[config.mk]
export PLATFORM = sky130hd
export DESIGN_NAME = alu_issue_decoder
export DESIGN_NICKNAME = d
export VERILOG_FILES = /design/src/rtl/alu_pkg.sv /design/src/rtl/rv32_imm_gen.sv /design/src/rtl/alu_issue_decoder.sv
export SDC_FILE = /design/constraint.sdc
export NUM_CORES = 1
export LEC_CHECK = 0
export ABC_AREA = 1
export CAP_MARGIN = 10
export CORE_MARGIN = 2
export CORE_UTILIZATION = 48
export CTS_CLUSTER_DIAMETER = 120
export DETAILED_ROUTE_END_ITERATION = 8
export MAX_ROUTING_LAYER = met4
export PLACE_DENSITY = 0.95
export RECOVER_POWER = 100
export SYNTH_ARGS = -nofsm -noshare
export SYNTH_HDL_FRONTEND = slang
export SYNTH_SLANG_ARGS = --single-unit
[constraint.sdc]
create_clock -name CLK -period 5.74 [get_ports CLK]
set_input_delay 0.574 -clock CLK [delete_from_list [all_inputs] [get_ports CLK]]
set_output_delay 0.574 -clock CLK [all_outputs]
set_load 0.02 [all_outputs]
[src/rtl/alu_pkg.sv]
// Shared ALU definitions: control codes, RV32I opcodes, funct7 values and
// the issued-operation record handed from the issue stage to the ALU.
package alu_pkg;

   // ALU control codes
   localparam logic [3:0] ALU_ADD   = 4'd0;
   localparam logic [3:0] ALU_SUB   = 4'd1;
   localparam logic [3:0] ALU_ORR   = 4'd2;
   localparam logic [3:0] ALU_AND   = 4'd3;
   localparam logic [3:0] ALU_XOR   = 4'd4;
   localparam logic [3:0] ALU_LSL   = 4'd5;
   localparam logic [3:0] ALU_LSR   = 4'd6;
   localparam logic [3:0] ALU_ASR   = 4'd7;
   localparam logic [3:0] ALU_SLT   = 4'd8;
   localparam logic [3:0] ALU_SLTU  = 4'd9;
   localparam logic [3:0] ALU_GEQ   = 4'd10;
   localparam logic [3:0] ALU_GEQU  = 4'd11;
   localparam logic [3:0] ALU_XORID = 4'd12;

   // RV32I major opcodes
   localparam logic [6:0] OPC_OP     = 7'b0110011;
   localparam logic [6:0] OPC_OP_IMM = 7'b0010011;
   localparam logic [6:0] OPC_LOAD   = 7'b0000011;
   localparam logic [6:0] OPC_STORE  = 7'b0100011;
   localparam logic [6:0] OPC_BRANCH = 7'b1100011;
   localparam logic [6:0] OPC_JALR   = 7'b1100111;
   localparam logic [6:0] OPC_JAL    = 7'b1101111;
   localparam logic [6:0] OPC_LUI    = 7'b0110111;
   localparam logic [6:0] OPC_AUIPC  = 7'b0010111;

   // funct7 values
   localparam logic [6:0] F7_ZERO = 7'h00;
   localparam logic [6:0] F7_ALT  = 7'h20;

   // One decoded operation as presented to the ALU
   typedef struct packed {
      logic [3:0]  control;
      logic [31:0] data_a;
      logic [31:0] data_b;
      logic [4:0]  rd;
      logic        we;
      logic        br;
      logic        br_inv;
      logic        illegal;
   } issue_t;

   // The ALU reads the shift amount from operand B bits [24:20]
   function automatic logic [31:0] shamt_operand(input logic [4:0] amt);
      return {7'b0, amt, 20'b0};
   endfunction

endpackage

[src/rtl/rv32_imm_gen.sv]
// Combinational RV32I immediate extraction for all five immediate formats.
module rv32_imm_gen
   import alu_pkg::*;
(
   input  logic [31:0] instr,
   output logic [31:0] imm_i,
   output logic [31:0] imm_s,
   output logic [31:0] imm_b,
   output logic [31:0] imm_u,
   output logic [31:0] imm_j
);

   assign imm_i = {{20{instr[31]}}, instr[31:20]};
   assign imm_s = {{20{instr[31]}}, instr[31:25], instr[11:7]};
   assign imm_b = {{19{instr[31]}}, instr[31], instr[7], instr[30:25], instr[11:8], 1'b0};
   assign imm_u = {instr[31:12], 12'b0};
   assign imm_j = {{11{instr[31]}}, instr[31], instr[19:12], instr[20], instr[30:21], 1'b0};

endmodule

[src/rtl/alu_issue_decoder.sv]
// Decode/issue stage: decodes an RV32I instruction into ALU control and
// operands and holds the result in a single valid/ready pipeline slot.
module alu_issue_decoder
   import alu_pkg::*;
#(
   parameter int         WIDTH      = 32,
   parameter logic [6:0] CUSTOM_OPC = 7'b0001011
)(
   input  logic             CLK,
   input  logic             RST,
   input  logic             FLUSH,
   input  logic             IN_VALID,
   output logic             IN_READY,
   input  logic [31:0]      INSTR,
   input  logic [WIDTH-1:0] PC,
   input  logic [WIDTH-1:0] RS1_DATA,
   input  logic [WIDTH-1:0] RS2_DATA,
   output logic             OUT_VALID,
   input  logic             OUT_READY,
   output logic [3:0]       CONTROL,
   output logic [WIDTH-1:0] DATA_A,
   output logic [WIDTH-1:0] DATA_B,
   output logic [4:0]       RD,
   output logic             WE,
   output logic             BR,
   output logic             BR_INV,
   output logic             ILLEGAL,
   output logic             ILL_STICKY
);

   logic [31:0] imm_i, imm_s, imm_b, imm_u, imm_j;
   logic [6:0]  opcode, funct7;
   logic [2:0]  funct3;
   logic        f7_zero, f7_alt;
   logic        capture;
   logic        slot_valid;
   logic        ill_sticky;
   issue_t      dec;
   issue_t      slot;

   rv32_imm_gen u_imm_gen (
      .instr (INSTR),
      .imm_i (imm_i),
      .imm_s (imm_s),
      .imm_b (imm_b),
      .imm_u (imm_u),
      .imm_j (imm_j)
   );

   // Branch/jump target immediates are not needed at this stage
   logic unused_imm;
   assign unused_imm = ^{imm_b, imm_j};

   assign opcode  = INSTR[6:0];
   assign funct3  = INSTR[14:12];
   assign funct7  = INSTR[31:25];
   assign f7_zero = (funct7 == F7_ZERO);
   assign f7_alt  = (funct7 == F7_ALT);

   // Decode the presented instruction into an ALU operation
   always_comb begin
      // NOTE: every field gets a default before the case so no path leaves dec unassigned (no latch).
      dec         = '0;
      dec.control = ALU_ADD;
      dec.rd      = INSTR[11:7];
      case (opcode)
         OPC_OP: begin
            dec.data_a = RS1_DATA;
            dec.data_b = RS2_DATA;
            dec.we     = 1'b1;
            case (funct3)
               3'b000: begin
                  dec.control = f7_alt ? ALU_SUB : ALU_ADD;
                  dec.illegal = !(f7_zero || f7_alt);
               end
               3'b001: begin
                  dec.control = ALU_LSL;
                  dec.data_b  = shamt_operand(RS2_DATA[4:0]);
                  dec.illegal = !f7_zero;
               end
               3'b010: begin dec.control = ALU_SLT;  dec.illegal = !f7_zero; end
               3'b011: begin dec.control = ALU_SLTU; dec.illegal = !f7_zero; end
               3'b100: begin dec.control = ALU_XOR;  dec.illegal = !f7_zero; end
               3'b101: begin
                  dec.control = f7_alt ? ALU_ASR : ALU_LSR;
                  dec.data_b  = shamt_operand(RS2_DATA[4:0]);
                  dec.illegal = !(f7_zero || f7_alt);
               end
               3'b110: begin dec.control = ALU_ORR; dec.illegal = !f7_zero; end
               default: begin dec.control = ALU_AND; dec.illegal = !f7_zero; end
            endcase
         end
         OPC_OP_IMM: begin
            dec.data_a = RS1_DATA;
            dec.data_b = imm_i;
            dec.we     = 1'b1;
            case (funct3)
               3'b000: dec.control = ALU_ADD;
               3'b001: begin
                  dec.control = ALU_LSL;
                  dec.data_b  = shamt_operand(INSTR[24:20]);
                  dec.illegal = !f7_zero;
               end
               3'b010: dec.control = ALU_SLT;
               3'b011: dec.control = ALU_SLTU;
               3'b100: dec.control = ALU_XOR;
               3'b101: begin
                  dec.control = f7_alt ? ALU_ASR : ALU_LSR;
                  dec.data_b  = shamt_operand(INSTR[24:20]);
                  dec.illegal = !(f7_zero || f7_alt);
               end
               3'b110: dec.control = ALU_ORR;
               default: dec.control = ALU_AND;
            endcase
         end
         OPC_LOAD, OPC_JALR: begin
            dec.data_a = RS1_DATA;
            dec.data_b = imm_i;
            dec.we     = 1'b1;
         end
         OPC_STORE: begin
            dec.data_a = RS1_DATA;
            dec.data_b = imm_s;
         end
         OPC_LUI: begin
            dec.data_b = imm_u;
            dec.we     = 1'b1;
         end
         OPC_AUIPC: begin
            dec.data_a = PC;
            dec.data_b = imm_u;
            dec.we     = 1'b1;
         end
         OPC_JAL: begin
            dec.data_a = PC;
            dec.data_b = 32'd4;
            dec.we     = 1'b1;
         end
         OPC_BRANCH: begin
            dec.data_a = RS1_DATA;
            dec.data_b = RS2_DATA;
            dec.br     = 1'b1;
            case (funct3)
               3'b000: dec.control = ALU_SUB;
               3'b001: begin dec.control = ALU_SUB; dec.br_inv = 1'b1; end
               3'b100: dec.control = ALU_SLT;
               3'b101: dec.control = ALU_GEQ;
               3'b110: dec.control = ALU_SLTU;
               3'b111: dec.control = ALU_GEQU;
               default: dec.illegal = 1'b1;
            endcase
         end
         CUSTOM_OPC: begin
            dec.control = ALU_XORID;
            dec.data_b  = RS1_DATA;
            dec.we      = 1'b1;
         end
         default: dec.illegal = 1'b1;
      endcase

      // An illegal op is issued as a harmless add of zeros
      if (dec.illegal) begin
         dec.control = ALU_ADD;
         dec.data_a  = '0;
         dec.data_b  = '0;
         dec.br      = 1'b0;
         dec.br_inv  = 1'b0;
      end
      if (dec.illegal || (dec.rd == 5'd0)) dec.we = 1'b0;
   end

   // Slot is free when empty or when its op leaves this cycle
   assign IN_READY = !slot_valid || OUT_READY;
   assign capture  = IN_VALID && IN_READY && !FLUSH;

   // Pipeline slot: flush beats capture, capture beats drain; data holds after drain
   always_ff @(posedge CLK or posedge RST) begin
      if (RST) begin
         slot_valid <= 1'b0;
         slot       <= '0;
         ill_sticky <= 1'b0;
      end else begin
         // NOTE: non-blocking assignments so every slot field updates from pre-edge values together.
         if (FLUSH) begin
            slot_valid <= 1'b0;
         end else if (capture) begin
            slot_valid <= 1'b1;
            slot       <= dec;
            if (dec.illegal) ill_sticky <= 1'b1;
         end else if (OUT_READY) begin
            slot_valid <= 1'b0;
         end
      end
   end

   assign OUT_VALID  = slot_valid;
   assign CONTROL    = slot.control;
   assign DATA_A     = slot.data_a;
   assign DATA_B     = slot.data_b;
   assign RD         = slot.rd;
   assign WE         = slot.we;
   assign BR         = slot.br;
   assign BR_INV     = slot.br_inv;
   assign ILLEGAL    = slot.illegal;
   assign ILL_STICKY = ill_sticky;

endmodule

==> impl_metrics.tcl, run 1 <==
set metrics [dict create \
    muxShareOfSynthArea 0 \
    crit_cells 10 \
    nets 1199 \
    cp_max_fo 43 \
    avgSynthCellArea_um2 6.15 \
    antenna_cells 0 \
    critPathMostFrequentCell "nand2_1" \
    ir_drop_mv 0.135 \
    synthCells 880 \
    synth_top_family_by_area "simple AND/OR/NAND/NOR gates" \
    grt_first_pass_wirelength_mm 29.7 \
    viasPerCell 5.41 \
    cts-resized-gates 0 \
    first_pass_iters 6 \
    crit_type "input pin to flip-flop" \
    fin_crit_ps 4120 \
    slowest_stage "clkbuf_1" \
    cts-root-buf "clkbuf_16" \
    post-route-period-util 0.719 \
    cp-endpoint "DATA_A[11]$_DFFE_PP0P_" \
    status "finished with violations" \
    yosys.area_share.simple 0.490 \
    setup_tns_ps 0 \
    hold_viol_final 0 \
    syn_nets 1017 \
    hp-class "flip-flop to flip-flop" \
    whs_ps 464 \
    final_cell_mix "nand2_1, clkdlybuf4s50_1, nand3_1" \
    reg2reg_depth 9 \
    synth_area_mm2 0.00541 \
    h-tree-depth 3 \
    cpPeakStageDelay_ps 950 \
    die_h_um 110 \
    yosysWarnings 0 \
    io_buffers 212 \
    drive_above_1_share 0.0432 \
    synth_xor_area_frac 0 \
    cp_cell_sequence "dlygate4sd3_1, nand2_1, nor2_1, nand2_1, nand4_1, nor2_1, nor2_4, clkbuf_1, nand3_1, nand2_1" \
    synth_compound_area_frac 0.0409 \
    fp.dieArea_mm2 0.0121 \
    clock_sinks 79 \
    clk_latency_ps 330 \
    regArea_mm2 0.00198 \
    wl_mm 19.1 \
    power_density_mw_per_mm2 169 \
    synth_fa_ha_area_frac 0.00925 \
    hpwl_mm 13.7 \
    worst_slew_pin_slew_ps 1940 \
    setup.worst_path.start "INSTR[0]" \
    ys_types 25 \
    wl_per_cell_um 15.8 \
    antenna_left 0 \
    p_leak_nw 4.37 \
    clk_path_buf_depth 2 \
    grtUsageTotal 0.323 \
    layout_commonest_cell "nand2_1" \
    ctsHoldBuffers 0 \
    die_x_um 110 \
    crit_buf_inv 2 \
    core_area_mm2 0.0109 \
    slew_headroom -0.296 \
    end_kind "flip-flop" \
    antenna_found_initial 0 \
    finClkSkew_ps 6.75 \
    crit_path_start_kind "input pin" \
    rsz0062_at_grt "false" \
    finalSetupViolations 0 \
    synth.ff_latch_count 79 \
    fillers 880 \
    violations "max-capacitance violations, max-slew violations" \
    gp_congestion 0.963 \
    drc 0 \
    reg2reg_slack_ps 2160 \
    vias 6521 \
    multi_input_area_mm2 0.00294 \
    crit_arrival_ps 4390 \
    max_freq_ghz 0.242 \
    overflow 0 \
    final_max_slew_viol_count 80 \
    grt_pass1_vias 6120 \
    cp.required_ps 6000 \
    clkSlewWorstSetupHoldPaths_ps 60 \
    hold_depth 2 \
    post_cts_buffers 0 \
    tritoncts "yes" \
    synth_seq_area_share 0.365 \
    r2r_end "BR_INV$_DFFE_PP0P_" \
    critical_path.top_delay_family "simple AND/OR/NAND/NOR gates" \
    reg2reg_from "OUT_VALID$_DFFE_PP0P_" \
    drt_iter0_drc 710 \
    initial_core_util 0.495 \
    grt_max_degree 80 \
    row_count 38 \
    io_pins 213 \
    max_cap_violations 2 \
    area.growth.synth_to_final_pct 43.7 \
    cts_buffers 9 \
]
-- worst min-delay path by stage --
stage / slack (ps) / to / start
2_1_floorplan: 570 / ILL_STICKY$_DFFE_PP0P_ / ILL_STICKY$_DFFE_PP0P_
3_3_place_gp: 450 / ILL_STICKY$_DFFE_PP0P_ / ILL_STICKY$_DFFE_PP0P_
3_5_place_dp: 460 / ILL_STICKY$_DFFE_PP0P_ / ILL_STICKY$_DFFE_PP0P_
4_1_cts: 470 / ILL_STICKY$_DFFE_PP0P_ / ILL_STICKY$_DFFE_PP0P_
5_1_grt: 490 / ILL_STICKY$_DFFE_PP0P_ / ILL_STICKY$_DFFE_PP0P_
6_report: 460 / ILL_STICKY$_DFFE_PP0P_ / ILL_STICKY$_DFFE_PP0P_
-- area by class of cell --
class,count,share of cell area
sequential,79,0.254
clock buffer,9,0.0290
tap,140,0.0225
clock inverter,5,0.00354
timing repair buffer,219,0.278
multi-input combinational,681,0.378
inverter,72,0.0349
-- cells in the mapped netlist --
master      n  area, µm²
a21oi_1    10       50.1
nor2_4      3       33.8
nand4_1     9       56.3
nand2_1   410       1540
nand3_1   126        631
buf_4      11       82.6
a31oi_1     1       6.26
nand2_2     4       25.0
clkbuf_1   20       75.1
nor3_2      2       20.0
ha_1        4       50.1
nor3_1      2       10.0
inv_2      10       37.5
buf_2      16       80.1
o21ai_2     2       17.5
nor2_2      1       6.26
o21ai_1     1       5.00
inv_1      62        233
o31ai_1     1       7.51
dfrtp_1    79       1980
nand4_2     1       12.5
o21ai_0    27        135
nand3b_1    8       60.1
nor2_1     69        259
buf_1       1       3.75
-- metrics by stage --
step / power (mW) / setup slack [ps] / util / std cells / area [µm²]
floorplan: 0.675 / 3140 / - / 880 / 5410
global placement: 0.819 / 2100 / 0.689 / 1191 / 7530
detailed placement: 0.822 / 2000 / 0.689 / 1191 / 7530
CTS: 1.32 / 2340 / 0.712 / 1205 / 7790
global route: 1.35 / 1250 / 0.711 / 1205 / 7780
finish: 1.31 / 1620 / 0.711 / 1205 / 7780
-- state kept, by name (all words and copies together), names as in the netlist, 4 cells and up --
name and count:
DATA_A 32, DATA_B 32, RD 5, CONTROL 4
-- where the power goes --
group / switching (mW) / leakage, nW / internal (mW) / total, mW
Clock: 0.218 / 0.127 / 0.284 / 0.502
Combinational: 0.129 / 3.16 / 0.112 / 0.241
Sequential: 0.00457 / 1.09 / 0.566 / 0.570
Total: 0.351 / 4.37 / 0.963 / 1.31
-- cells by family after synthesis --
family	Yosys count
buf+inv	120
simple gates	635
fa+ha+maj	4
flops	79
compound gates	42
-- layer usage --
metal  GRT usage  vias to the layer above  wire (µm)
li1            -                     3116          -
met1       0.420                     2957       7990
met2       0.502                      395       8640
met3      0.0547                       53       1860
met4       0.132                        0        590
met5           -                        -          0
-- worst register-to-register path, stage by stage (launching register included) --
cell,delay (ps)
dfrtp_1,370
inv_1,50
nor2_1,60
nor3_4,100
clkbuf_2,1110
inv_1,780
buf_4,550
nor2_1,250
nand3_1,120
nand2_1,120
Power figures use the tool's default switching activity.
==> inputs of run 2 (changes only) <==
Settings changed: CORE_UTILIZATION 48 to 40, PLACE_DENSITY 0.95 to 0.89.
Clock period 5.74 ns to 3.45 ns, I/O delays scaled along.
==> run 2 against run 1 <==
Against the previous run: the flow finishes with violations (max-capacitance violations); critical endpoint is now DATA_B[0]$_DFFE_PP0P_; die area up 19%; sequential power rose by 66%; combinational power increased by 70%; critical path type unchanged; highest routed layer unchanged.
==> impl_metrics.tcl, run 2 (same netlist as run 1, synthesis figures left out) <==
set metrics [dict create \
    status "finished with violations" \
    violations "max-capacitance violations" \
    drt_iter0_drc 649 \
    hpwl_mm 15.0 \
    tritoncts "yes" \
    p_clk_frac 0.458 \
    grt_use_met3 0.0561 \
    crit_arrival_ps 3180 \
    initial_core_util 0.409 \
    cts-root-buf "clkbuf_16" \
    grt_max_degree 43 \
    drive_above_1_share 0.0493 \
    setup_tns_ps 0 \
    p_leak_nw 4.45 \
    grtUsageTotal 0.286 \
    overflow 0 \
    h-tree-depth 3 \
    p_switching_mw 0.625 \
    fillers 1218 \
    row_count 42 \
    io_pins 213 \
    antenna_found_initial 0 \
    finalSetupViolations 0 \
    end_kind "flip-flop" \
    swShare 0.250 \
    post-route-period-util 0.842 \
    viasPerCell 5.18 \
    crit_path_start_kind "input pin" \
    cts_buffers 9 \
    antenna_left 0 \
    die_x_um 120 \
    busiest_layer "met2" \
    max_cap_violations 1 \
    max_freq_ghz 0.344 \
    area.growth.synth_to_final_pct 47.4 \
    core_area_mm2 0.0132 \
    grt_first_pass_wirelength_mm 31.6 \
    grt_pass1_vias 6066 \
    clk_latency_ps 350 \
    first_pass_iters 6 \
    internal-power_mw 1.88 \
    place_ws_ps 312 \
    finClkSkew_ps 9.49 \
    multi_input_area_mm2 0.00292 \
    worst_slew_pin_slew_ps 1490 \
    sequentialPowerShare 0.379 \
    grtUsageMet1 0.379 \
    setup_ws_ps 545 \
    nets 1208 \
    ir_drop_mv 0.196 \
    crit_type "input pin to flip-flop" \
    die_h_um 120 \
    clk_path_buf_depth 2 \
    gp_congestion 0.953 \
    wl_mm 20.2 \
    cp.required_ps 3730 \
    final_max_slew_viol_count 0 \
    power_density_mw_per_mm2 314 \
    io_buffers 212 \
    clock_sinks 79 \
    ctsHoldBuffers 0 \
    final_cell_mix "nand2_1, clkdlybuf4s50_1, nand3_1" \
    layout_commonest_cell "nand2_1" \
    fin_crit_ps 2900 \
    vias 6483 \
    rsz0062_at_grt "false" \
    hold_viol_final 0 \
    drc 0 \
    met2_usage 0.433 \
    post_cts_buffers 0 \
    regArea_mm2 0.00198 \
    reg2reg_slack_ps 800 \
    p_comb_frac 0.163 \
    fp.dieArea_mm2 0.0145 \
    clkSlewWorstSetupHoldPaths_ps 60 \
    antenna_cells 0 \
    cp_max_fo 42 \
    cts-resized-gates 0 \
    slew_headroom 0.00391 \
    hp-class "flip-flop to flip-flop" \
    wl_per_cell_um 16.1 \
]
run 2: cell type report:
class                      instances  share of cell area
multi-input combinational        681               0.366
timing repair buffer             228               0.280
inverter                          72              0.0340
sequential                        79               0.248
tap                              176              0.0276
clock buffer                      11              0.0317
clock inverter                     5              0.0130
run 2: path summary, 6_finish.rpt:
path                                         from                      to  cells after the start
max                                      INSTR[0]   DATA_B[0]$_DFFE_PP0P_                     10
min                        ILL_STICKY$_DFFE_PP0P_  ILL_STICKY$_DFFE_PP0P_                      2
max reg2reg                 OUT_VALID$_DFFE_PP0P_       RD[4]$_DFFE_PP0P_                      6
min reg2reg                ILL_STICKY$_DFFE_PP0P_  ILL_STICKY$_DFFE_PP0P_                      2
max in group asynchronous                     RST  ILL_STICKY$_DFFE_PP0P_                      3
min in group asynchronous                     RST  DATA_A[20]$_DFFE_PP0P_                      2
run 2: layer usage:
metal / vias to the layer above / routed length (µm)
li1: 3135 / -
met4: 0 / 531
met2: 399 / 9220
met5: - / 0
met3: 50 / 2070
met1: 2899 / 8340
run 2: power groups by stage:
stage          Sequential, mW  Clock [mW]  Combinational, mW
6_report                0.949        1.15              0.409
3_5_place_dp            0.966           0              0.412
4_1_cts                 0.949        1.16              0.414
3_3_place_gp            0.965           0              0.408
2_1_floorplan           0.984           0              0.139
5_1_grt                 0.949        1.20              0.438
run 2: stage by stage:
step           hold WS, ps  cell area, µm²  utilization  power [mW]  std cells
2_1_floorplan          408            5410            -        1.12        880
3_3_place_gp           446            7640        0.577        1.37       1236
3_5_place_dp           452            7640        0.577        1.38       1236
4_1_cts                374            8000        0.604        2.52       1252
5_1_grt                486            7980        0.602        2.59       1252
6_report               455            7980        0.602        2.50       1252
run 2: critical path, cell delays in order:
cell,delay (ps)
dlygate4sd3_1,520
nand2_1,150
nor2_4,340
nand2_1,160
nand4_1,130
nor2_1,80
nor2_4,760
buf_4,450
nand3_1,130
nand2_1,90
